[src/rtl/ticket_vendor_param.sv]
// Parametrised transit ticket vendor: accumulates $10/$20 bills against PRICE_UNITS,
// dispenses a ticket, pays change one $10 bill per cycle, and returns credit on cancel/timeout.
module ticket_vendor_param #(
  parameter int PRICE_UNITS    = 4,
  parameter int CREDIT_W       = 4,
  parameter bit MAKE_CHANGE    = 1'b1,
  parameter int TIMEOUT_CYCLES = 100
) (
  input  logic                Clock,
  input  logic                Clear_n,
  input  logic                Ten,
  input  logic                Twenty,
  input  logic                Cancel,
  output logic                Ready,
  output logic                Bill,
  output logic                Dispense,
  output logic                Return,
  output logic                ChangeTen,
  output logic [CREDIT_W-1:0] Credit
);

  localparam logic [CREDIT_W-1:0] PRICE = CREDIT_W'(PRICE_UNITS);
  localparam int IDLE_MAX = (TIMEOUT_CYCLES > 0) ? TIMEOUT_CYCLES - 1 : 0;
  localparam int IDLE_W   = (IDLE_MAX > 0) ? $clog2(IDLE_MAX + 1) : 1;
  localparam logic [IDLE_W-1:0] IDLE_LAST = IDLE_W'(IDLE_MAX);
  localparam bit TIMEOUT_EN = (TIMEOUT_CYCLES != 0);

  typedef enum logic [2:0] {
    S_RDY    = 3'd0,
    S_ACCUM  = 3'd1,
    S_DISP   = 3'd2,
    S_CHANGE = 3'd3,
    S_RTN    = 3'd4
  } state_t;

  state_t              state;
  state_t              state_nxt;
  logic [CREDIT_W-1:0] credit;
  logic [CREDIT_W-1:0] credit_nxt;
  logic [CREDIT_W-1:0] deposit;
  logic [CREDIT_W-1:0] sum;
  logic [IDLE_W-1:0]   idle;
  logic [IDLE_W-1:0]   idle_nxt;
  logic                timed_out;

  // Ten and Twenty together are both credited, so the deposit is simply {Twenty, Ten}.
  assign deposit   = CREDIT_W'({Twenty, Ten});
  assign sum       = credit + deposit;
  assign timed_out = TIMEOUT_EN && (idle == IDLE_LAST);
  assign Credit    = credit;

  always_comb begin
    state_nxt  = state;
    credit_nxt = credit;
    idle_nxt   = '0;
    unique case (state)
      S_RDY, S_ACCUM: begin
        // Cancel only matters once credit is held; bills in the cancel cycle are dropped.
        if (state == S_ACCUM && Cancel) begin
          state_nxt = S_RTN;
        end else if (deposit != '0) begin
          if (sum < PRICE) begin
            state_nxt  = S_ACCUM;
            credit_nxt = sum;
          end else if (sum == PRICE) begin
            state_nxt  = S_DISP;
            credit_nxt = '0;
          end else if (MAKE_CHANGE) begin
            state_nxt  = S_DISP;
            credit_nxt = sum - PRICE;
          end else begin
            state_nxt  = S_RTN;
            credit_nxt = sum;
          end
        end else if (state == S_ACCUM) begin
          if (timed_out) state_nxt = S_RTN;
          else           idle_nxt  = idle + 1'b1;
        end
      end
      S_DISP: begin
        state_nxt = (credit == '0) ? S_RDY : S_CHANGE;
      end
      S_CHANGE: begin
        credit_nxt = credit - 1'b1;
        if (credit <= CREDIT_W'(1)) begin
          state_nxt  = S_RDY;
          credit_nxt = '0;
        end
      end
      S_RTN: begin
        state_nxt  = S_RDY;
        credit_nxt = '0;
      end
      default: begin
        state_nxt  = S_RDY;
        credit_nxt = '0;
      end
    endcase
  end

  // Outputs are registered from the next state so they line up with the state register.
  always_ff @(posedge Clock) begin
    if (!Clear_n) begin
      state     <= S_RDY;
      credit    <= '0;
      idle      <= '0;
      Ready     <= 1'b1;
      Bill      <= 1'b0;
      Dispense  <= 1'b0;
      Return    <= 1'b0;
      ChangeTen <= 1'b0;
    end else begin
      state     <= state_nxt;
      credit    <= credit_nxt;
      idle      <= idle_nxt;
      Ready     <= (state_nxt == S_RDY);
      Bill      <= (state_nxt == S_ACCUM);
      Dispense  <= (state_nxt == S_DISP);
      Return    <= (state_nxt == S_RTN);
      ChangeTen <= (state_nxt == S_CHANGE);
    end
  end

endmodule
[config.mk]
export PLATFORM = sky130hd
export DESIGN_NAME = ticket_vendor_param
export DESIGN_NICKNAME = d
export VERILOG_FILES = /design/src/rtl/ticket_vendor_param.sv
export SDC_FILE = /design/constraint.sdc
export NUM_CORES = 1
export LEC_CHECK = 0
export BUFFER_PORTS_ARGS = -buffer_cell sky130_fd_sc_hd__buf_2
export CORE_ASPECT_RATIO = 0.5
export CORE_MARGIN = 2
export CORE_UTILIZATION = 35
export CTS_CLUSTER_SIZE = 40
export DETAILED_ROUTE_END_ITERATION = 10
export GPL_TIMING_DRIVEN = 0
export PLACE_DENSITY = 0.59
export REMOVE_ABC_BUFFERS = 1
export SLEW_MARGIN = 20
export SYNTH_ARGS = -nofsm -noshare
export SYNTH_HDL_FRONTEND = slang
export SYNTH_SLANG_ARGS = --single-unit
[constraint.sdc]
create_clock -name Clock -period 2.23 [get_ports Clock]
set_input_delay 0.223 -clock Clock [delete_from_list [all_inputs] [get_ports Clock]]
set_output_delay 0.223 -clock Clock [all_outputs]
set_load 0.005 [all_outputs]
==> summary.md <==
| Metric | Value |
|---|---|
| Number of distinct library cell variants in the gate-level netlist after synthesis | 48 |
| Clock Tree Root | clkbuf_8 |
| Max FO, Critical Path | 7 |
| Largest net degree at the start of global routing | 12 |
| Net switching component of the power | 0.000533 W |
| Final-report hold violation count | 0 |
| Postcts setup bufs | 0 |
| End of the worst register-to-register path | Bill$_SDFF_PN0_ |
| Fraction of the mapped netlist area in simple logic gates | 0.271 |
| Main combinational cell family by area after synthesis | simple AND/OR/NAND/NOR gates |
| Synth Area in XOR/XNOR | 0.0483 |
| Starting density of the core | 0.366 |
| Largest clock skew in the final design | 0.00366 ns |
| Total power draw | 0.00140 W |
| Critical Path Sink Type | register |
| Grt ovf | 0 |
| Leading post-synthesis cells by cell area | dfxtp_1 (35%), ha_1 (6.9%), nor2_1 (5.9%) |
| Number of placed instances, taps included | 165 |
| Antenna violations before repair | 0 |
| Sequential fraction of the synthesis area | 0.349 |
| Fraction of layout instances using a drive strength above 1 | 0.264 |
| Proportion of synthesized flip-flops having asynchronous set or reset | 0 |
| Number of cells on the worst reg-to-reg path | 8 |
| First-pass GRT wire length | 3.44 mm |
| Aggregate global-route resource usage | 0.120 |
| Fraction of the mapped netlist area in compound gates | 0.191 |
| Number of buffer cells added on primary ports | 13 |
| Number of instances in the synthesized netlist | 116 |
| Post-synthesis instance area | 1090 sq um |
| Sum of negative setup slack | 0 ns |
| CP startpoint kind | register |
| Area of the core | 2980 sq um |
| H-tree Lvls | 1 |
| Clock Sinks | 19 |
| HPWL reported at the end of detailed placement | 1.54 mm |
| Max Cap Violations | 0 |
| Area overhead of the layout relative to synthesis | 13.4% |
| Die area | 3600 sq um |
| Fraction of post-synthesis cell area in the top cell type by area | 0.349 |
| Placement Rows | 14 |
| Slew at the pin closest to its max-slew limit | 0.624 ns |
| Number of primary I/O pins | 14 |
| Most common library cells after synthesis | dfxtp_1 (19), nor2_1 (17), ha_1 (6), inv_1 (6), nand3_1 (5) |
| Critical path arrival | 2.25 ns |
| Headroom to the max-slew limit | 0.579 |
| Prevailing post-synth register cell | dfxtp_1 |
| Clock transition at the registers of the reported paths | 0.07 ns |
| Final worst path period share | 0.917 |
| Type of the tightest min-delay check | in2reg |
| Launch instance of the worst register-to-register path | Credit[0]$_SDFFE_PN0P_ |
| Max-slew violation total from the final report | 0 |
| Register-to-Register Setup Slack | 0.19 ns |
| Die boundary height | 43.4 um |
| Combinational Power Share | 0.461 |
| Wirelength, routed | 2.00 mm |
| Number of flip-flops and latches in the synthesized netlist | 19 |
| Hold Path Stages | 2 |
| Hold Slack | 0.227 ns |
| Maximum clock rate | 0.489 GHz |
| Horiz. Die Dim | 82.9 um |
| Reg power frac | 0.366 |
| Clock network power share | 0.173 |
| Post-layout min period | 2.04 ns |
| Fraction of the mapped netlist area in adder cells | 0.0874 |
| Result of the run | finished, final reports clean |
| Switching power share of the total | 0.381 |
| Leakage | 0.489 nW |
| Number of diodes | 0 |
| Routed len/inst | 11.8 um |
| GPL Wtd Cong | 0.729 |
| 1st-pass router iterations | 4 |
| Clock buffer count from CTS | 3 |
| Final antenna-violating net count | 0 |
| Post-detailed-route DRC marker count | 0 |
| Share of synthesized area spent on multiplexers | 0.00920 |
| Worst IR drop on VDD | 340 uV |
| Worst-skew pair later-pin latency | 0.26 ns |
| Number of synthesized flops with an enable pin | 0 |
| Ratio of total power to cell area | 1130 nW/um^2 |
| Post-detailed-route via-to-cell ratio | 4.99 |
| Category of the most critical setup path | reg2reg |
| Average cell area after synthesis | 9.38 sq um |
| Maximum clock insertion buffer count | 2 |
| Count of final setup violators | 0 |
| Final standard cell count with taps included and fillers excluded | 169 |
| Data required time of the worst path | 2.43 ns |
| Number of design-rule violations left by the first detailed-router iteration | 23 |
| Source of the critical timing path | Credit[0]$_SDFFE_PN0P_ |
| CTS tree | built |
| Setup repair after global routing missed its margin | no |
| Yosys top cell by area | dfxtp_1 |
| Final net count | 142 |
| Via count of the first global-routing pass | 792 |
| Terminating pin of the worst hold path | Ready$_SDFF_PN1_ |
| Worst Min Path Start | Clear_n |
| Warnings, synthesis | 0 |
| Via count | 844 |
| Internal portion of total power | 0.000867 W |
| Leading cell type by number of instances after synthesis | dfxtp_1 |
-- kinds of logic after synthesis --
family          after synthesis
compound gates               24
fa+ha+maj                     7
buf+inv                      11
xor+xnor                      6
flops                        19
simple gates                 48
mux                           1
-- through the flow --
stage                     cell area (sq um)  utilization  worst slack, ns
final                                  1230        0.415            0.186
after global placement                 1180        0.397          -0.0907
after detailed placement               1180        0.397          -0.0704
after global routing                   1230        0.415           0.0359
after floorplan                        1070            -            0.118
after CTS                              1230        0.414           0.0792
-- cell type report --
cell class	instances	area (sq um)
multi-input cells	86	666
repair buffers	13	65.1
inverters	7	26.3
clock buffers	3	41.3
fillers	323	1740
flip-flops and latches	19	382
well taps	40	50.0
clock inverters	1	5.00
-- power by group through the flow --
stage                     Clock (W)  Sequential (W)  Combinational [W]
final                      0.000242        0.000512           0.000646
after detailed placement          0        0.000517           0.000645
after CTS                  0.000253        0.000511           0.000652
after global routing       0.000263        0.000526           0.000735
after floorplan                   0        0.000504           0.000498
after global placement            0        0.000517           0.000643
-- metal layers --
layer	part of all wire	vias up	global-route usage	routed length [um]
li1	-	441	-	-
met1	0.53	392	0.153	1060
met2	0.43	9	0.197	853
met3	0.036	2	0.0438	71
met4	0.0030	0	0.0295	6
met5	0	-	0	0
-- worst max-delay path, stage by stage (launching register included) --
cell     delay, ns
dfxtp_2       0.40
ha_2          0.23
inv_1         0.06
fa_2          0.39
nor2b_4       0.16
a32oi_1       0.13
and3_4        0.21
nor4_4        0.20
o311a_1       0.22
-- sequential cells by signal, summed over array words and instances, names as in the netlist --
signal,count
Bill,1
ChangeTen,1
Credit,4
Dispense,1
Ready,1
Return,1
idle,7
state,3
-- how the worst max path moves through the flow --
stage / end / slack (ns) / cells past startpoint
5_1_grt: Credit[3]$_SDFFE_PN0P_ / 0.04 / 8
2_1_floorplan: Bill$_SDFF_PN0_ / 0.12 / 8
4_1_cts: Bill$_SDFF_PN0_ / 0.08 / 8
3_3_place_gp: Bill$_SDFF_PN0_ / -0.09 / 8
3_5_place_dp: Bill$_SDFF_PN0_ / -0.07 / 8
6_report: Bill$_SDFF_PN0_ / 0.19 / 8
-- placed cells by master (no fill, tap or decap), types with 2 or more instances in the layout --
cell       instances
o21a_1             2
ha_1               5
dfxtp_1           18
nor2b_1            2
o221ai_1           2
and2_1             4
buf_2             13
o311ai_0           2
nand2_1            4
nand3_1            5
clkbuf_8           3
xnor2_1            4
nor3_1             2
xor2_1             2
o22ai_1            2
a2bb2oi_1          2
inv_1              6
nor2_1            17
a21oi_1            3
-- what timing repair did --
item,4_1_cts,5_1_grt
endpoints found under the setup margin,4,2
hold buffers,0,0
pin swaps,0,1
endpoints found under the hold margin,0,0
resized for setup,2,1
Note: power is estimated with default switching activity, not from simulation.
